--- config.mk ---
export PLATFORM = sky130hd
export DESIGN_NAME = code_sequencer
export DESIGN_NICKNAME = d
export VERILOG_FILES = /design/src/rtl/code_sequencer_pkg.sv /design/src/rtl/code_sequencer_sender.sv /design/src/rtl/code_sequencer.sv
export SDC_FILE = /design/constraint.sdc
export NUM_CORES = 1
export LEC_CHECK = 0
export ABC_AREA = 1
export CORE_MARGIN = 4
export CORE_UTILIZATION = 58
export DETAILED_ROUTE_END_ITERATION = 7
export GPL_TIMING_DRIVEN = 0
export PLACE_DENSITY = 0.8
export SYNTH_ARGS = -nofsm -noshare
export SYNTH_HDL_FRONTEND = slang
export SYNTH_SLANG_ARGS = --single-unit
--- constraint.sdc ---
create_clock -name hwclk -period 1.8 [get_ports hwclk]
set_clock_uncertainty 0.15 [all_clocks]
set_input_delay 0.36 -clock hwclk [delete_from_list [all_inputs] [get_ports hwclk]]
set_output_delay 0.36 -clock hwclk [all_outputs]
set_load 0.05 [all_outputs]
--- src/rtl/code_sequencer_pkg.sv ---
// Shared types and constants for the code sequencer and its sender.
// SEQ_TIMEOUT_EN (optional) enables the per-digit done watchdog in code_sequencer.
package code_sequencer_pkg;

    localparam int DIGIT_W                = 4;
    localparam int MAX_DIGITS             = 4;
    localparam int MAX_VALID_DIGIT        = 6;
    localparam int DEFAULT_HOLD_TIME      = 1200000;
    localparam int DEFAULT_GAP_TIME       = 120000;
    localparam int DEFAULT_TIMEOUT_CYCLES = 4800000;

    typedef enum logic [2:0] {
        IDLE,
        SEND,
        GAP,
        FIN,
        ERR
    } state_t;

    // A request is sendable only if its length is 1..MAX_DIGITS and every used digit fits the link.
    function automatic logic start_ok(input logic [MAX_DIGITS*DIGIT_W-1:0] digits,
                                      input logic [2:0]                    count);
        logic ok;
        ok = (count >= 3'd1) && (count <= 3'(MAX_DIGITS));
        for (int i = 0; i < MAX_DIGITS; i++) begin
            if ((i < int'(count)) && (int'(digits[i*DIGIT_W +: DIGIT_W]) > MAX_VALID_DIGIT)) begin
                ok = 1'b0;
            end
        end
        return ok;
    endfunction

endpackage

--- src/rtl/code_sequencer_sender.sv ---
// Arduino link sender: while enabled, strobes num for holdTime cycles, then idles
// holdTime+1 cycles and raises done; dropping enable clears it back to the start.
module code_sequencer_sender #(
    parameter int holdTime = 1200000
) (
    input  logic       clk,
    input  logic       rst,
    input  logic       enable,
    input  logic [2:0] num,
    output logic       out0,
    output logic       out1,
    output logic       out2,
    output logic       controlOut,
    output logic       done
);

    localparam int LAST  = 2 * holdTime + 1;
    localparam int CNT_W = $clog2(LAST + 1);

    logic [CNT_W-1:0] cnt;
    logic             strobe;

    // cnt counts enabled cycles and saturates at LAST, where done is presented.
    always_ff @(posedge clk) begin
        if (rst || !enable) begin
            cnt <= '0;
        end else if (cnt != CNT_W'(LAST)) begin
            cnt <= cnt + CNT_W'(1);
        end
    end

    assign strobe     = (cnt != '0) && (cnt <= CNT_W'(holdTime));
    assign controlOut = strobe;
    assign out0       = strobe & num[0];
    assign out1       = strobe & num[1];
    assign out2       = strobe & num[2];
    assign done       = (cnt == CNT_W'(LAST));

endmodule

--- src/rtl/code_sequencer.sv ---
// Sends up to four latched digits over the Arduino link, one sender strobe per digit.
// Define SEQ_TIMEOUT_EN to add a watchdog that aborts a digit whose done never arrives.
module code_sequencer
    import code_sequencer_pkg::*;
#(
    parameter int HOLD_TIME      = DEFAULT_HOLD_TIME,
    parameter int GAP_TIME       = DEFAULT_GAP_TIME,
    parameter int TIMEOUT_CYCLES = DEFAULT_TIMEOUT_CYCLES
) (
    input  logic        hwclk,
    input  logic        rst,
    input  logic        start,
    input  logic [15:0] digits,
    input  logic [2:0]  count,
    output logic        busy,
    output logic        finished,
    output logic        err,
    output logic        out0,
    output logic        out1,
    output logic        out2,
    output logic        controlOut
);

    localparam int GAP_W = $clog2(GAP_TIME + 1);
    localparam logic [GAP_W-1:0] GAP_LAST = GAP_W'(GAP_TIME - 1);

    state_t state, state_n;

    logic [MAX_DIGITS-1:0][2:0] digits_q;
    logic [2:0]                 count_q;
    logic [1:0]                 idx;
    logic [GAP_W-1:0]           gap_cnt;
    logic                       accept;
    logic                       last_digit;
    logic                       gap_end;
    logic                       enable;
    logic                       sender_done;

`ifdef SEQ_TIMEOUT_EN
    localparam int TMO_W = $clog2(TIMEOUT_CYCLES + 1);
    localparam logic [TMO_W-1:0] TMO_LAST = TMO_W'(TIMEOUT_CYCLES - 1);
    logic [TMO_W-1:0] tmo_cnt;
`endif

    assign accept     = start_ok(digits, count);
    assign last_digit = (({1'b0, idx} + 3'd1) == count_q);
    assign gap_end    = (gap_cnt == GAP_LAST);

    always_ff @(posedge hwclk) begin
        if (rst) begin
            state <= IDLE;
        end else begin
            state <= state_n;
        end
    end

    always_comb begin
        state_n  = state;
        enable   = 1'b0;
        busy     = 1'b0;
        finished = 1'b0;
        err      = 1'b0;
        case (state)
            IDLE: begin
                if (start) begin
                    state_n = accept ? SEND : ERR;
                end
            end
            SEND: begin
                enable = 1'b1;
                busy   = 1'b1;
                if (sender_done) begin
                    state_n = GAP;
                end
`ifdef SEQ_TIMEOUT_EN
                else if (tmo_cnt == TMO_LAST) begin
                    state_n = ERR;
                end
`endif
            end
            GAP: begin
                busy = 1'b1;
                if (gap_end) begin
                    state_n = last_digit ? FIN : SEND;
                end
            end
            FIN: begin
                busy     = 1'b1;
                finished = 1'b1;
                state_n  = IDLE;
            end
            ERR: begin
                err     = 1'b1;
                state_n = IDLE;
            end
            default: state_n = IDLE;
        endcase
    end

    // Request latch, digit index and gap timer; the index stops at count-1 and is cleared for the next request.
    always_ff @(posedge hwclk) begin
        if (rst) begin
            digits_q <= '0;
            count_q  <= '0;
            idx      <= '0;
            gap_cnt  <= '0;
        end else begin
            if (state == IDLE && start && accept) begin
                for (int i = 0; i < MAX_DIGITS; i++) begin
                    digits_q[i] <= digits[i*DIGIT_W +: 3];
                end
                count_q <= count;
                idx     <= '0;
            end
            if (state == GAP && !gap_end) begin
                gap_cnt <= gap_cnt + GAP_W'(1);
            end else begin
                gap_cnt <= '0;
            end
            if (state == GAP && gap_end) begin
                idx <= last_digit ? 2'd0 : idx + 2'd1;
            end
        end
    end

`ifdef SEQ_TIMEOUT_EN
    always_ff @(posedge hwclk) begin
        if (rst || state != SEND || state_n != SEND) begin
            tmo_cnt <= '0;
        end else begin
            tmo_cnt <= tmo_cnt + TMO_W'(1);
        end
    end
`endif

    code_sequencer_sender #(
        .holdTime (HOLD_TIME)
    ) u_sender (
        .clk        (hwclk),
        .rst        (rst),
        .enable     (enable),
        .num        (digits_q[idx]),
        .out0       (out0),
        .out1       (out1),
        .out2       (out2),
        .controlOut (controlOut),
        .done       (sender_done)
    );

endmodule

==> impl_metrics.py <==
metrics = {
    "status": {
        "failing_checks": "negative setup slack",
        "outcome": "finished with violations",
    },
    "finish": {
        "multi_input_area_mm2": 0.002041,
        "fillers": 411,
        "area.sequential_mm2": 0.001215,
        "flow.area_growth_from_synthesis_pct": 26.56,
        "final_layout_size_suffix_gt1_share_pct": 26.52,
        "finish.cell_count_without_fillers": 615,
        "antenna_cells_inserted": 0,
        "finish.net_count": 565,
        "final_cell_area_mm2": 0.004275,
        "layout.core_utilization_pct": 76.70,
    },
    "die": {
        "fp.dieArea_mm2": 0.007110,
        "fp.dieH_um": 84.32,
        "initial_utilization_pct": 60.61,
        "number_of_cell_rows": 27,
        "io-pin-count": 29,
        "fp.coreArea_mm2": 0.005574,
        "floorplan.die.width_um": 84.32,
    },
    "placed_design": {
        "place.port_buffers": 28,
        "placed_cells": 592,
        "placed_area_mm2": 0.003769,
        "gpl.final_weighted_congestion": 0.8999,
        "dp_hpwl_mm": 5.793,
    },
    "routing": {
        "routed-via-count": 3316,
        "first_drt_iteration_drcs": 161,
        "postRouteWirelength_mm": 8.151,
        "average_wire_per_cell_in_the_routed_design_um": 13.25,
        "vias_per_cell": 5.392,
        "detailedRoute.firstPassIterationCount": 5,
        "drt_drc_violations_left": 0,
        "ant_nets": 0,
    },
    "synth": {
        "net_count_after_synthesis": 519,
        "post_synth_most_frequent_cells": "105 x sky130_fd_sc_hd__nand2_1, 64 x sky130_fd_sc_hd__nor2_1, 59 x sky130_fd_sc_hd__dfxtp_1, 54 x sky130_fd_sc_hd__inv_1, 38 x sky130_fd_sc_hd__nand3_1",
        "ys_seq_elements": 59,
        "async_flop_share_pct": 0,
        "syn_area_mm2": 0.003378,
        "synthDistinctLibCells": 37,
        "synth.avg_cell_area_um2": 6.866,
        "post-synth-top-count-cell": "sky130_fd_sc_hd__nand2_1",
        "yosys_warnings": 0,
        "synthFlopType": "sky130_fd_sc_hd__dfxtp_1",
        "synth_largest_type_area_fraction_pct": 34.96,
        "post_synth_edffs": 0,
        "synthesis.instances": 492,
        "post_synth_main_area_contributors": "sky130_fd_sc_hd__dfxtp_1 35%, sky130_fd_sc_hd__nand2_1 12%, sky130_fd_sc_hd__nor2_1 7.1%, sky130_fd_sc_hd__inv_1 6.0%, sky130_fd_sc_hd__nand3_1 5.6%",
        "share_of_the_yosys_chip_area_belonging_to_registers_pct": 34.96,
        "post-synth-top-area-cell": "sky130_fd_sc_hd__dfxtp_1",
    },
    "setup_path": {
        "timing.setup.critical_path_class": "flip-flop to output pin",
        "start_kind": "flip-flop",
        "crit_path_cell_trace": "inv_4 > ha_1 > nand2_2 > nor2_1 > nand3_1 > nand2_2 > nand2_4 > nor2_4 > buf_6",
        "critical_path.max_stage_delay_ns": 0.37,
        "worst_path_fanout_max": 6,
        "end_kind": "output pin",
        "worst_path_max_delay_cell": "sky130_fd_sc_hd__dfxtp_4",
        "cp_common_cell": "sky130_fd_sc_hd__nand2_2",
        "required_ns": 1.29,
        "cp.arrival_ns": 1.68,
    },
    "cts": {
        "tritoncts_num_sinks": 59,
        "ctsLongestPathBuffers": 2,
        "worst_skew_pair.late_latency_ns": 0.34,
        "cts.root.buffer_cell": "sky130_fd_sc_hd__clkbuf_8",
        "cts_tree": "done",
        "cts_hold_repair.buffers": 0,
        "worst_setup_hold_path_clk_slew_ns": 0.07,
        "clock_tree.htree_level_count": 3,
        "numCtsBuffers": 9,
    },
    "hold_path": {
        "min-delay-path-class": "primary input to flip-flop",
    },
    "global_routing": {
        "grt-ovfl-total": 0,
        "number_of_antenna_violations_at_the_first_check_in_global_routing": 0,
        "grt_pass1_wl_mm": 13.39,
        "via_count_of_the_first_global_routing_pass": 3096,
        "grt_start_max_net_pins": 11,
        "grtUsageTotal_pct": 23.12,
    },
    "pwr": {
        "ir_worst_vdd_v": 0.0005228,
        "pwr_density_cell_mw_per_mm2": 705.2,
        "static_leakage_power_nw": 1.616,
    },
    "timing": {
        "grt_setup_unrepaired": "true",
        "hold_viol": 0,
        "achievable-frequency_mhz": 456.8,
        "layout_setup_ws_ns": -0.3891,
        "final.period_utilization_pct": 121.6,
        "finalSetupViolations": 4,
        "final.min_clock_period_ns": 2.189,
        "worst_pin_slew_ns": 0.4260,
        "timing.setup.tns_ns": -1.528,
        "relSlewSlack_pct": 71.36,
        "slew_violations": 0,
    },
    "job": {
        "timing.max_cap.violations": 0,
    },
}
-- critical path: cells and delay by family, from the launching register on --
| family | cells | cell delay [ns] |
|---|---|---|
| fa+ha+maj | 1 | 0.16 |
| buf+inv | 2 | 0.22 |
| flops | 1 | 0.37 |
| simple gates | 6 | 0.59 |
-- layer usage --
metal	wire length, um	up-vias	global-route usage, %	part of all wire (%)
li1	-	1685	-	-
met1	3544	1539	27.17	43
met2	4066	68	39.45	50
met3	306	24	5.496	3.8
met4	233	0	11.11	2.9
met5	0	-	0	0
-- repair_timing --
item	in CTS	in global routing
setup endpoints to repair	21	34
buffers inserted	3	6
pin swaps	5	10
gates cloned	0	0
endpoints found under the hold margin	0	0
gates resized for setup	74	47
-- power by group --
group / leakage [nW] / total [mW] / switching [mW] / internal [mW]
Sequential: 0.486 / 1.32 / 0.00793 / 1.31
Combinational: 1.01 / 0.208 / 0.121 / 0.0868
Clock: 0.117 / 1.49 / 0.533 / 0.959
Total: 1.62 / 3.01 / 0.662 / 2.35
-- area by class of cell --
cell class              instances  area share [%]
multi-input cells             353           47.73
inverters                      69           6.175
well taps                      72           2.107
clock inverters                 4           2.283
plain buffers                   9           1.756
repair buffers                 37           8.136
flip-flops and latches         59           28.42
clock buffers                  12           3.395
-- cell families (layout without fill, tap and decap cells) --
kind of cell / Yosys count / in the layout / synth area share, %
adder cells (fa/ha/maj): 5 / 5 / 1.852
flip-flops: 59 / 59 / 34.96
XOR/XNOR: 10 / 10 / 2.592
AO/OA/AOI/OAI: 66 / 66 / 11.52
AND/OR/NAND/NOR: 272 / 272 / 39.48
buffers and inverters: 80 / 131 / 9.592
-- sequential cells by signal, summed over array words and instances (netlist names) --
name,flops
count_q,3
digits_q,12
gap_cnt,17
idx,2
state,3
u_sender.cnt,22
-- stage by stage --
stage	worst slack [ns]	hold WS, ns	power, mW
after floorplan	-0.1024	0.2675	1.472
after global placement	-0.7281	0.2767	1.549
after detailed placement	-0.7570	0.3021	1.553
after CTS	-0.3912	0.3132	3.030
after global routing	-0.4750	0.2390	3.116
final	-0.3891	0.2439	3.015
-- cells in the final DEF (no fill, tap or decap), types with 7 or more instances in the layout --
cell type	n
sky130_fd_sc_hd__clkdlybuf4s50_1	18
sky130_fd_sc_hd__a21oi_1	34
sky130_fd_sc_hd__buf_4	11
sky130_fd_sc_hd__inv_1	48
sky130_fd_sc_hd__nor2_4	10
sky130_fd_sc_hd__dfxtp_2	12
sky130_fd_sc_hd__clkbuf_8	10
sky130_fd_sc_hd__nand3_1	38
sky130_fd_sc_hd__nand2_1	97
sky130_fd_sc_hd__inv_2	17
sky130_fd_sc_hd__nand2_4	7
sky130_fd_sc_hd__nor2_1	56
sky130_fd_sc_hd__o21ai_0	9
sky130_fd_sc_hd__a21oi_2	10
sky130_fd_sc_hd__nand2_2	7
sky130_fd_sc_hd__nor3_1	14
sky130_fd_sc_hd__nor3_2	11
sky130_fd_sc_hd__nand4_1	7
sky130_fd_sc_hd__dfxtp_1	42
-- path summary, 6_finish.rpt --
kind | slack [ns] | endpoint | from | depth (start not counted)
max | -0.39 | out1 | u_sender.cnt[0] | 9
min | 0.24 | count_q[1] | count[1] | 3
max reg2reg | 0.07 | u_sender.cnt[18] | u_sender.cnt[0] | 9
min reg2reg | 0.27 | gap_cnt[0] | gap_cnt[0] | 1
(Power assumes the default switching activity.)
